--- config.mk ---
export PLATFORM = sky130hd
export DESIGN_NAME = ntt_ctrl
export DESIGN_NICKNAME = d
export VERILOG_FILES = /design/src/rtl/ntt_ctrl.sv
export SDC_FILE = /design/constraint.sdc
export NUM_CORES = 1
export LEC_CHECK = 0
export ABC_AREA = 1
export ABC_CLOCK_PERIOD_IN_PS = 17600
export CORE_ASPECT_RATIO = 0.9
export CORE_MARGIN = 2
export CORE_UTILIZATION = 53
export CTS_CLUSTER_DIAMETER = 80
export DETAILED_ROUTE_END_ITERATION = 10
export GPL_ROUTABILITY_DRIVEN = 1
export GPL_TIMING_DRIVEN = 0
export PLACE_DENSITY_LB_ADDON = 0.05
export SLEW_MARGIN = 20
export SYNTH_ARGS = -nofsm -noshare
export SYNTH_HDL_FRONTEND = slang
export SYNTH_SLANG_ARGS = --single-unit
--- constraint.sdc ---
create_clock -name clk_i -period 17.6 [get_ports clk_i]
set_input_delay 1.76 -clock clk_i [delete_from_list [all_inputs] [get_ports clk_i]]
set_output_delay 1.76 -clock clk_i [all_outputs]
set_load 0.1 [all_outputs]
--- src/rtl/ntt_ctrl.sv ---
// rtl/ntt_ctrl.sv - in-place NTT/INTT sequencer for a single butterfly unit
// Issues N/2 butterflies per stage, drains the read/butterfly pipeline, repeats LOG_N times.
module ntt_ctrl #(
  parameter int LOG_N  = 8,
  parameter int RD_LAT = 1,
  parameter int BF_LAT = 0
) (
  input  logic             clk_i,
  input  logic             rst_i,
  input  logic             start_i,
  input  logic             mode_i,
  output logic             busy_o,
  output logic             done_o,
  output logic             rd_en_o,
  output logic [LOG_N-1:0] rd_addr_a_o,
  output logic [LOG_N-1:0] rd_addr_b_o,
  output logic [LOG_N-1:0] tw_addr_o,
  output logic             sel_butterfly_o,
  output logic             sel_red_o,
  output logic             wr_en_o,
  output logic [LOG_N-1:0] wr_addr_a_o,
  output logic [LOG_N-1:0] wr_addr_b_o
);

  localparam int N    = 1 << LOG_N;
  localparam int HALF = N / 2;
  localparam int L    = RD_LAT + BF_LAT;
  localparam int W    = LOG_N + 1;
  localparam int SW   = $clog2(LOG_N + 1);
  localparam int JW   = LOG_N - 1;
  localparam int DW   = (L > 1) ? $clog2(L) : 1;

  typedef enum logic [1:0] {IDLE, ISSUE, DRAIN, DONE} state_t;

  state_t           state;
  logic             mode_q;
  logic [SW-1:0]    stage;
  logic [JW-1:0]    j;
  logic [DW-1:0]    dcnt;
  logic             red_q;

  logic             iss;
  logic             iss_m;
  logic [SW-1:0]    iss_s;
  logic [JW-1:0]    iss_j;
  logic [3*LOG_N-1:0] iss_vec;

  logic [RD_LAT-1:0] selb_sr;
  logic [RD_LAT-1:0] selr_sr;
  logic [L-1:0]      wen_sr;
  logic [LOG_N-1:0]  wa_sr [L];
  logic [LOG_N-1:0]  wb_sr [L];

  // Forward (CT) spans shrink from N/2 down to 1; inverse (GS) spans grow from 1 up to N/2.
  function automatic logic [3*LOG_N-1:0] gen(input logic m, input logic [SW-1:0] s,
                                             input logic [JW-1:0] jv);
    logic [W-1:0] jj, len, k, off, a, b, tw;
    int sh;
    jj  = W'(jv);
    sh  = m ? int'(s) : LOG_N - 1 - int'(s);
    len = W'(1) << sh;
    k   = jj >> sh;
    off = jj & (len - W'(1));
    a   = (k << (sh + 1)) + off;
    b   = a + len;
    tw  = m ? ((W'(N) >> s) - W'(1) - k) : ((W'(1) << s) + k);
    return {LOG_N'(a), LOG_N'(b), LOG_N'(tw)};
  endfunction

  // Decide what is issued in the next cycle so addresses leave this block registered.
  always_comb begin
    iss   = 1'b0;
    iss_m = mode_q;
    iss_s = stage;
    iss_j = '0;
    case (state)
      IDLE: if (start_i) begin
        iss   = 1'b1;
        iss_m = mode_i;
        iss_s = '0;
      end
      ISSUE: if (j != JW'(HALF - 1)) begin
        iss   = 1'b1;
        iss_j = j + 1'b1;
      end
      DRAIN: if (dcnt == DW'(L - 1) && stage != SW'(LOG_N - 1)) begin
        iss   = 1'b1;
        iss_s = stage + 1'b1;
      end
      default: ;
    endcase
    iss_vec = gen(iss_m, iss_s, iss_j);
  end

  always_ff @(posedge clk_i) begin
    if (rst_i) begin
      state       <= IDLE;
      mode_q      <= 1'b0;
      stage       <= '0;
      j           <= '0;
      dcnt        <= '0;
      red_q       <= 1'b0;
      busy_o      <= 1'b0;
      done_o      <= 1'b0;
      rd_en_o     <= 1'b0;
      rd_addr_a_o <= '0;
      rd_addr_b_o <= '0;
      tw_addr_o   <= '0;
      selb_sr     <= '0;
      selr_sr     <= '0;
      wen_sr      <= '0;
      for (int i = 0; i < L; i++) begin
        wa_sr[i] <= '0;
        wb_sr[i] <= '0;
      end
    end else begin
      rd_en_o <= iss;
      {rd_addr_a_o, rd_addr_b_o, tw_addr_o} <= iss ? iss_vec : '0;
      red_q   <= iss && (iss_s == SW'(LOG_N - 1));

      selb_sr[0] <= rd_en_o & mode_q;
      selr_sr[0] <= rd_en_o & red_q;
      for (int i = 1; i < RD_LAT; i++) begin
        selb_sr[i] <= selb_sr[i-1];
        selr_sr[i] <= selr_sr[i-1];
      end
      wen_sr[0] <= rd_en_o;
      wa_sr[0]  <= rd_addr_a_o;
      wb_sr[0]  <= rd_addr_b_o;
      for (int i = 1; i < L; i++) begin
        wen_sr[i] <= wen_sr[i-1];
        wa_sr[i]  <= wa_sr[i-1];
        wb_sr[i]  <= wb_sr[i-1];
      end

      done_o <= 1'b0;
      case (state)
        IDLE: if (start_i) begin
          state  <= ISSUE;
          mode_q <= mode_i;
          stage  <= '0;
          j      <= '0;
          busy_o <= 1'b1;
        end
        ISSUE: if (j == JW'(HALF - 1)) begin
          state <= DRAIN;
          dcnt  <= '0;
        end else begin
          j <= j + 1'b1;
        end
        DRAIN: if (dcnt == DW'(L - 1)) begin
          if (stage == SW'(LOG_N - 1)) begin
            state  <= DONE;
            busy_o <= 1'b0;
            done_o <= 1'b1;
          end else begin
            state <= ISSUE;
            stage <= stage + 1'b1;
            j     <= '0;
          end
        end else begin
          dcnt <= dcnt + 1'b1;
        end
        default: state <= IDLE;
      endcase
    end
  end

  assign sel_butterfly_o = selb_sr[RD_LAT-1];
  assign sel_red_o       = selr_sr[RD_LAT-1];
  assign wr_en_o         = wen_sr[L-1];
  assign wr_addr_a_o     = wa_sr[L-1];
  assign wr_addr_b_o     = wb_sr[L-1];

endmodule

# --- After elaboration in Yosys (flattened, before gate mapping) ---
# Memory sizes are Yosys's and may differ from the RTL's.
# Cells that the tools add are included.
word_totals:
  reg_bits: 46
  ram_bits: 16
  inputBits: 4
  n_memories: 2
  output_inout_bits: 46
op_classes:
  n_addsub: 11
  n_eq_ne: 13
  reduce_logical: 15
  shifts: 5
  n_mux: 41
  bitwise_logic: 6
mem_list:
  columns: ["name", "words", "width", "read_ports", "rd_ports_with_merged_regs", "wr", "line_no", "source"]
  rows:
  - ["wa_sr", 1, 8, 1, 0, 1, "51", "logic [LOG_N-1:0] wa_sr [L];"]
  - ["wb_sr", 1, 8, 1, 0, 1, "52", "logic [LOG_N-1:0] wb_sr [L];"]
ops:
  columns: ["operator", "n"]
  rows:
  - ["two-way mux 7 bit", 6]
  - ["adder 32 x 2 -> 32 bit, second input constant", 1]
  - ["two-way mux 32 bit", 1]
  - ["<< shifter 1 x 32 -> 8 bit, first input constant", 1]
  - ["<< shifter 9 x 32 -> 8 bit", 1]
  - ["right shift 7 x 32 -> 9 bit", 1]
  - ["adder 8 bit", 3]
  - ["two-way mux 8 bit", 3]
  - ["one-hot mux 7 bit (3 select lines)", 1]
  - ["two-way mux 1 bit", 16]
  - ["two-way mux 4 bit", 4]
  - ["one-hot mux 4 bit (2 select lines)", 2]
  - ["OR reduction 8 bit", 2]
  - ["subtractor 8 x 1 -> 8 bit, second input constant", 2]
  - ["!= test 2 bit, second input constant", 6]
  - ["right shift 9 x 4 -> 8 bit, first input constant", 1]
  - ["bitwise AND 7 x 8 -> 8 bit", 1]
  - ["equality test 4 x 3 -> 1 bit, second input constant", 2]
  - ["two-way mux 2 bit", 4]
  - ["<< shifter 1 x 4 -> 8 bit, first input constant", 1]
  - ["subtractor 8 bit", 1]
  - ["adder 7 x 1 -> 7 bit, second input constant", 1]
  - ["equality test 7 bit, second input constant", 1]
  - ["!= test 7 bit, second input constant", 1]
  - ["other kinds (21)", 28]

# --- Logic depth before layout (Yosys ltp) ---
# Gate-level depths: netlist of run 1.
depth:
  word_depth: 11
  depth_mapped: 48
  mapped_depth_nobuf: 47

# --- Worst setup path before layout of run 1 ---
# OpenSTA, ideal clock, no wires.
synth_timing:
  kind: "input -> register"
  startpoint: "input port start_i"
  endpoint: "register rd_addr_b_o[7]"
  t_required_ps: 17485
  stages: 42
  arrival_time_ps: 6646
  setup_slack_ps: 10839
  n_path_buf: 4
  path_cell_list: "nand2_2 nand2_1 nand2_2 buf_6 nand2_1 nand2_2 buf_6 clkbuf_1 ha_1 nand3_1 ha_1 nand2_1 nor3_1 nand3_1 nor4_1 inv_1 a21oi_4 buf_6 (+6 left out) nand2_1 or2_2 nand2_1 inv_1 ha_1 nand2_1 inv_1 nor2_1 nor2_1 nor2_1 nor2_1 inv_1 nand2_1 a21oi_1 xor2_1 inv_1 a21oi_1 nor2_1"
synth_between:
  elab_chain_cells: 9
  elab_cells_between_ends: 18
  cone_classes: "add/sub: 5; shift: 3; mux: 7; bitwise: 2; reduce/logical: 1"
synth_rtl:
  columns: ["element", "line_no", "source"]
  rows:
  - ["from (decl)", "10", "input logic start_i,"]
  - ["two-way mux 4 bit", null, null]
  - ["one-hot mux 4 bit (2 select lines)", "76", "case (state)"]
  - ["subtractor 3 x 4 -> 5 bit", "60", "sh = m ? int'(s) : LOG_N - 1 - int'(s);"]
  - ["two-way mux 32 bit *", "60", null]
  - ["branches (longest 3 deep; another with adder 32 x 2 -> 32 bit)", null, null]
  - ["adder 8 bit *", "64", "a = (k << (sh + 1)) + off;"]
  - ["net iss_vec[19]", "46", "logic [3*LOG_N-1:0] iss_vec;"]
  - ["adder 8 bit *", "65", "b = a + len;"]
  - ["to (signal assigned)", "118", "{rd_addr_a_o, rd_addr_b_o, tw_addr_o} <= iss ? iss_vec : '0;"]
  - ["to (decl)", "16", "output logic [LOG_N-1:0] rd_addr_b_o,"]
# Mark *: on every way through the listed nets, which the timed path passes.
# A chain may end at the register's enable or synchronous reset.

# --- Worst setup path after layout of run 1 ---
# Same ends and word-level chain as after synthesis.

==> impl_metrics.ini, run 1 <==
[outcome]
status = completed

[sta]
final_max_slew_viol_count = 0
finClkSkew_ns = 0.0109
min_period_ns = 8.00
worstMarginPinSlew_ns = 0.974
fmax_ghz = 0.125
period_share = 0.455
setup_viol = 0
timing.final.hold_violations = 0
tns_ns = 0
relSlewSlack = 0.349
rsz0062_at_grt = false
setup_ws_ns = 9.60

[grt]
gr-total-overflow = 0
grt_pass1_vias = 4065
grt_use_total = 0.252
grt_start_max_net_pins = 13
antenna_found_initial = 0
grt_pass1_wl_microns = 18400

[floorplanning]
fp.dieH_microns = 89.8
die-width_microns = 99.4
fp-row-count = 31
initial_utilization = 0.543
core_sq_mm = 0.00799
io_pins = 50
die-area_sq_mm = 0.00893

[clock_tree]
insertion_delay_ns = 0.34
post_cts_buffers = 0
cts_resized = 0
cts_buffers = 9
cts.sinks = 61
hold_buffers = 0
tritoncts = built
cts.reportedPaths.clkPinSlew_ns = 0.08
cts-root-buf = clkbuf_8
cts_buffer_depth = 2
htree_levels = 3

[worst_setup_path]
crit_fanout = 10
reg2regPathDepth = 43
slowest_stage = clkdlybuf4s50_1
r2r_start = stage[1]
required_ns = 17.84
start_kind = input port
critPathLaunch = start_i
crit_arrival_ns = 8.25
crit_type = input port to flop
endpoint_kind = flop
slowest_delay_ns = 0.54

[placement]
place_ws_ns = 9.37
numPortBuffers = 48
hpwl_microns = 8400
routabilityCongestion = 0.906

[synth]
synth-edff-count = 0
syn_inst = 660
synth_area_leader_cell = dfxtp_1
synth_cell_type_count = 38
async_flop_share = 0
ys_seq_area_frac = 0.281
synthXorXnorAreaFrac = 0.0141
synth-simple-area-share = 0.364
synth.most_common_cell = nand2_1
synth_common_cells = nand2_1, inv_1, nor2_1
ys_ff_latch = 61
synthAdderAreaFrac = 0.122
synth.top_cells.by_area = dfxtp_1, nand2_1, ha_1
synth_compound_area_frac = 0.101
synth_top_area_frac = 0.281
synth_nets = 704
synth_top_family_by_area = simple AND/OR/NAND/NOR gates
synth_mux_area_frac = 0
synth_ff_type = dfxtp_1
syn_area_sq_mm = 0.00434
syn_area_per_cell_sq_um = 6.57
ys_warn_count = 0

[hold_path]
hp-start = rd_addr_b_o[3]
whs_path_depth = 2
min-delay-path-class = flop to flop

[final_layout]
num-fill-cells = 784
areaGrowthSynthToFinish_pct = 18.7
multi_input_area_sq_mm = 0.00261
seq_area_sq_mm = 0.00122
fin_util = 0.645
fin_nets = 763
num_antenna_cells = 0
drive_gt1_frac = 0.0939

[route]
drc_errors = 0
dr.pass1.iters = 5
detail_route.wl_per_cell_microns = 13.0
vias = 4335
detail-route-antenna-nets = 0
vias_per_cell = 5.27
drt_iter0_drc = 255
wl_microns = 10700

[power]
power_density_mw_per_mm2 = 93.7
peakVddDrop_v = 0.0000657
power_leakage_nw = 2.48

[run]
drv_cap = 0
==> kinds of logic after synthesis <==
kind of cell	count (synthesis)
AND/OR/NAND/NOR	347
buffers and inverters	124
AO/OA/AOI/OAI	81
flip-flops	61
adder cells (fa/ha/maj)	40
XOR/XNOR	7
==> final timing paths <==
path | end | slack (ns)
worst max-delay path | rd_addr_b_o[7] | 9.60
worst min-delay path | wb_sr[0][3] | 0.42
worst min register to register | wb_sr[0][3] | 0.42
worst max register to register | rd_addr_b_o[7] | 10.92
==> final cells by class <==
type	count	area share
multi-input cells	475	0.507
flip-flops and latches	61	0.237
repair buffers	48	0.0933
inverters	109	0.0799
clock buffers	10	0.0267
well taps	99	0.0241
plain buffers	15	0.0190
clock inverters	6	0.0134
==> where the power goes <==
group / internal, mW / leakage [nW] / switching [mW] / total (mW)
Clock: 0.0702 / 0.103 / 0.0612 / 0.131
Combinational: 0.0521 / 1.88 / 0.146 / 0.198
Sequential: 0.148 / 0.496 / 0.00480 / 0.153
==> routing by layer <==
layer / GRT usage / part of all wire
met5: 0 / 0
met3: 0.0451 / 0.050
met2: 0.392 / 0.44
met4: 0.0845 / 0.017
met1: 0.353 / 0.49
==> state kept, by name, summed over array words and instances (netlist names), 2 cells and up <==
name,count
state,2
rd_addr_a_o,8
tw_addr_o,8
wb_sr,8
stage,4
rd_addr_b_o,8
j,7
wa_sr,8
==> worst max-delay path: cells and delay by family <==
| kind | cells | cell delay [ns] |
|---|---|---|
| buffers and inverters | 11 | 1.75 |
| AOI/OAI and AO/OA | 4 | 0.58 |
| adders and majority gates | 4 | 1.19 |
| and+or+nand+nor | 23 | 2.79 |
| xor gates and xnor gates | 1 | 0.18 |
==> placed cells by master, fill, tap and decap left out, types with 2 or more instances in the layout <==
| cell | count |
|---|---|
| nor2_4 | 3 |
| nand4_1 | 9 |
| o21bai_1 | 4 |
| buf_4 | 3 |
| and2_1 | 2 |
| a31oi_1 | 3 |
| clkdlybuf4s50_1 | 48 |
| inv_1 | 103 |
| or2_2 | 4 |
| xor2_1 | 5 |
| nand3_1 | 57 |
| o21ai_0 | 19 |
| dfxtp_1 | 61 |
| xnor2_1 | 2 |
| nand2_4 | 3 |
| buf_6 | 4 |
| a21oi_1 | 50 |
| nand2_2 | 12 |
| nor2_2 | 11 |
| inv_2 | 4 |
| ha_1 | 36 |
| fa_1 | 4 |
| nor2_1 | 100 |
| nand3_2 | 4 |
| a211oi_1 | 2 |
| nand2_1 | 129 |
| clkbuf_8 | 10 |
| nor3_1 | 8 |
| buf_1 | 2 |
| clkbuf_1 | 6 |
| inv_6 | 2 |
==> metrics by stage <==
step / instance area [sq um] / power, mW / hold slack (ns) / cells
2_1_floorplan: 4340 / 0.310 / 0.404 / 660
3_3_place_gp: 4940 / 0.349 / 0.406 / 807
3_5_place_dp: 4940 / 0.352 / 0.409 / 807
4_1_cts: 5150 / 0.484 / 0.419 / 823
5_1_grt: 5150 / 0.509 / 0.441 / 823
6_report: 5150 / 0.482 / 0.417 / 823
(Power assumes the default switching activity.)
==> run 2, diff against run 1 <==
ABC_CLOCK_PERIOD_IN_PS = 6600   (was 17600)
CORE_UTILIZATION = 52   (was 53)
clock period = 6.6 ns   (was 17.6 ns; I/O delays follow)
==> impl_metrics.ini, run 2 (same netlist as run 1, synthesis figures left out) <==
[outcome]
status = completed

[final_layout]
areaGrowthSynthToFinish_pct = 20.9
layout_commonest_cell = nand2_1
fin_nets = 766
final_cell_mix = nand2_1, inv_1, nor2_1
fin_util = 0.650
num_antenna_cells = 0
drive_gt1_frac = 0.113
instances_no_fill = 826

[placement]
hpwl_microns = 8410
numPortBuffers = 48
routabilityCongestion = 0.903
placed_cells = 807

[worst_setup_path]
slowest_stage = clkdlybuf4s50_1
path_buf_inv = 10
start_kind = input port
crit_family = simple AND/OR/NAND/NOR gates
timing.critical_path.mode_cell = nand2_1
crit_type = input port to flop
required_ns = 6.91
critPathLaunch = start_i
crit_fanout = 19
slowest_delay_ns = 0.53
cp_num_cells = 43
r2r_slack_ns = 0.64
endpoint_kind = flop
r2r_start = stage[1]
reg2regPathDepth = 44
crit_arrival_ns = 6.37
reg2reg_to = rd_addr_b_o[7]

[power]
comb_power_share = 0.413
p_sw_mw = 0.584
power_leakage_nw = 2.50
p_total_mw = 1.31
power_density_mw_per_mm2 = 250
p_int_mw = 0.729
clkPwrFrac = 0.278
netSwitchingFraction = 0.445
peakVddDrop_v = 0.000174
pwr-share-seq = 0.310

[sta]
period_share = 0.919
min_period_ns = 6.07
fmax_ghz = 0.165
finClkSkew_ns = 0.0150
timing.final.hold_violations = 0
relSlewSlack = 0.348
holdWs_ns = 0.417
worstMarginPinSlew_ns = 0.975
setup_viol = 0
final_max_slew_viol_count = 0

[clock_tree]
cts-root-buf = clkbuf_8
hold_buffers = 0
insertion_delay_ns = 0.37
tritoncts = built
cts_buffers = 9
htree_levels = 3
cts_buffer_depth = 2
cts.reportedPaths.clkPinSlew_ns = 0.08
cts.sinks = 61

[route]
vias_per_cell = 5.18
detail_route.wl_per_cell_microns = 13.3
drt_iter0_drc = 212
drc_errors = 0
wl_microns = 11000
dr.pass1.iters = 5
detail-route-antenna-nets = 0
vias = 4279

[floorplanning]
die-area_sq_mm = 0.00909
fp.dieH_microns = 90.7
core_sq_mm = 0.00807
initial_utilization = 0.538
fp-row-count = 31
die-width_microns = 100
io_pins = 50

[run]
drv_cap = 0

[grt]
antenna_found_initial = 0
gr-total-overflow = 0
grt_start_max_net_pins = 20
grt_use_total = 0.257
grt_pass1_wl_microns = 18900
grt_pass1_vias = 4113

[hold_path]
hp-start = red_q
min-delay-path-class = flop to flop
hold_end = sel_red_o
whs_path_depth = 2
run 2: changes by cell type in the layout (fill, tap and decap cells not counted), sizes merged:
cell,before,now
clkinv,3,4
clkbuf,16,15
buf,9,13
inv,110,109
run 2: final cells by class:
| cell class | instances | area (sq um) |
|---|---|---|
| inverter | 109 | 414 |
| multi-input combinational | 475 | 2670 |
| sequential | 61 | 1220 |
| buffer | 14 | 103 |
| clock buffer | 10 | 138 |
| tap | 99 | 124 |
| clock inverter | 6 | 68.8 |
| fill | 769 | 2820 |
| timing repair buffer | 52 | 510 |
run 2: timing repair:
action | CTS | global route
resized for setup | 0 | 18
pin swaps | 0 | 5
buffers inserted | 0 | 4
setup endpoints to repair | 1 | 2
run 2: metal layers:
metal	GRT usage	routed length (microns)
met1	0.341	5310
met4	0.0936	249
met5	0	0
met3	0.0542	489
met2	0.411	4950
run 2: per-stage QoR:
step,instance area (sq um),setup TNS [ns],setup WS [ns]
floorplan,4340,0,0.939
global placement,4940,-0.426,-0.339
detailed placement,4940,-0.538,-0.379
CTS,5150,0,0.308
global route,5250,-0.0144,-0.0144
finish,5250,0,0.533
run 2: worst max-delay path by stage:
stage,to,slack (ns)
6_report,rd_addr_b_o[7],0.53
5_1_grt,rd_addr_b_o[7],-0.01
4_1_cts,rd_addr_b_o[7],0.31
3_5_place_dp,rd_addr_b_o[7],-0.38
3_3_place_gp,rd_addr_b_o[7],-0.34
2_1_floorplan,rd_addr_b_o[7],0.94
run 2: power by group through the flow:
| stage | Sequential [mW] | Clock (mW) | Combinational [mW] |
|---|---|---|---|
| after floorplan | 0.584 | 0 | 0.243 |
| after global placement | 0.415 | 0 | 0.514 |
| after detailed placement | 0.416 | 0 | 0.520 |
| after CTS | 0.407 | 0.369 | 0.522 |
| after global routing | 0.411 | 0.384 | 0.590 |
| final | 0.407 | 0.365 | 0.542 |
run 2: worst reg2reg max path: cells and delay by family, from the launching register on:
| family | cells | cell delay [ns] |
|---|---|---|
| and+or+nand+nor | 27 | 2.80 |
| DFF | 1 | 0.42 |
| adders and majority gates | 5 | 1.35 |
| buffers and inverters | 7 | 0.57 |
| xor gates and xnor gates | 1 | 0.17 |
| AOI/OAI and AO/OA | 4 | 0.61 |
==> run 3, diff against run 2 <==
REMOVE_ABC_BUFFERS = 1   (was default)
==> impl_metrics.ini, run 3 (same netlist as run 1, synthesis figures left out) <==
[route]
detail_route.wl_per_cell_microns = 12.8
dr.pass1.iters = 5
drc_errors = 0
vias_per_cell = 5.15
drt_iter0_drc = 232
wl_microns = 10600
detail-route-antenna-nets = 0
vias = 4258

[sta]
setup_ws_ns = 0.621
finClkSkew_ns = 0.0110
tns_ns = 0
fmax_ghz = 0.167
relSlewSlack = 0.350
holdWs_ns = 0.416
worstMarginPinSlew_ns = 0.972
min_period_ns = 5.98
final_max_slew_viol_count = 0
period_share = 0.906
setup_viol = 0
rsz0062_at_grt = false
timing.final.hold_violations = 0

[floorplanning]
die-width_microns = 100
io_pins = 50
fp.dieH_microns = 90.7
die-area_sq_mm = 0.00909
fp-row-count = 31
core_sq_mm = 0.00807
initial_utilization = 0.538

[final_layout]
final_cell_mix = nand2_1, inv_1, nor2_1
layout_commonest_cell = nand2_1
num_antenna_cells = 0
drive_gt1_frac = 0.122
num-fill-cells = 763
fin_nets = 769
areaGrowthSynthToFinish_pct = 20.6

[placement]
numPortBuffers = 49
place_ws_ns = -0.518
routabilityCongestion = 0.889
hpwl_microns = 7760

[worst_setup_path]
endpoint_kind = flop
slowest_delay_ns = 0.42
reg2reg_to = rd_addr_b_o[7]
r2r_start = stage[0]
crit_fanout = 7
reg2regPathDepth = 43
crit_arrival_ns = 6.27
timing.critical_path.mode_cell = nand2_1
slowest_stage = dfxtp_1
crit_type = flop to flop
required_ns = 6.89
r2r_slack_ns = 0.62
start_kind = flop

[clock_tree]
tritoncts = built
htree_levels = 3
cts_buffer_depth = 2
insertion_delay_ns = 0.34
cts.sinks = 61
cts-root-buf = clkbuf_8
cts.reportedPaths.clkPinSlew_ns = 0.07
cts_buffers = 9

[power]
power_density_mw_per_mm2 = 236
peakVddDrop_v = 0.000159
power_leakage_nw = 2.51
p_total_mw = 1.24

[grt]
grt_use_met1 = 0.329
use_met3 = 0.0433
grt_pass1_wl_microns = 17600
met2_usage = 0.378
grt_pass1_vias = 3869
gr-total-overflow = 0
antenna_found_initial = 0
grt_use_total = 0.236
grt_start_max_net_pins = 37
busiest_layer = met2

[hold_path]
hp-start = rd_addr_a_o[3]
min-delay-path-class = flop to flop
hold_end = wa_sr[0][3]
whs_path_depth = 2

[outcome]
status = completed

[run]
drv_cap = 0
[run 3: report_power, final]
part	switching, mW	total (mW)	internal [mW]	leakage [nW]
sequential	0.0130	0.407	0.394	0.496
clock	0.146	0.288	0.141	0.0840
combinational	0.391	0.541	0.150	1.93
[run 3: how the worst max path moves through the flow]
| stage | cells after the start | end | start |
|---|---|---|---|
| final | 43 | rd_addr_b_o[7] | stage[0] |
| after global routing | 46 | rd_addr_b_o[7] | stage[1] |
| after CTS | 41 | rd_addr_b_o[7] | start_i |
| after detailed placement | 40 | rd_addr_b_o[7] | start_i |
| after global placement | 41 | rd_addr_b_o[7] | start_i |
| after floorplan | 37 | rd_addr_b_o[7] | start_i |
[run 3: repair_timing]
action,in CTS,in global routing
pin swaps,0,3
setup buffers,0,19
cloned,0,1
resized for setup,3,14
setup endpoints to repair,2,3
hold buffers,0,0
[run 3: routing by layer]
metal  share of wire  vias up
met5               0        -
met4          0.0069        0
met3           0.047       10
met2            0.46      115
met1            0.49     1916
li1                -     2217
[run 3: cell type report]
type	instances	area, sq um	area share
clock buffer	10	138	0.0263
inverter	109	420	0.0803
sequential	61	1220	0.233
multi-input combinational	476	2680	0.511
tap	99	124	0.0237
timing repair buffer	68	631	0.120
clock inverter	4	26.3	0.00502
[run 3: metrics by stage]
stage	cell area, sq um	std cells	utilization
after floorplan	4240	645	-
after CTS	5030	807	0.623
after global placement	4860	793	0.602
after detailed placement	4850	793	0.601
after global routing	5240	827	0.649
final	5240	827	0.649
[run 3: critical path: cells and delay by family (launching register included)]
kind	cells	cell delay (ns)
XOR/XNOR	1	0.16
AND/OR/NAND/NOR	27	2.86
AO/OA/AOI/OAI	4	0.70
buffers and inverters	6	0.43
adder cells (fa/ha/maj)	5	1.34
flip-flops	1	0.42
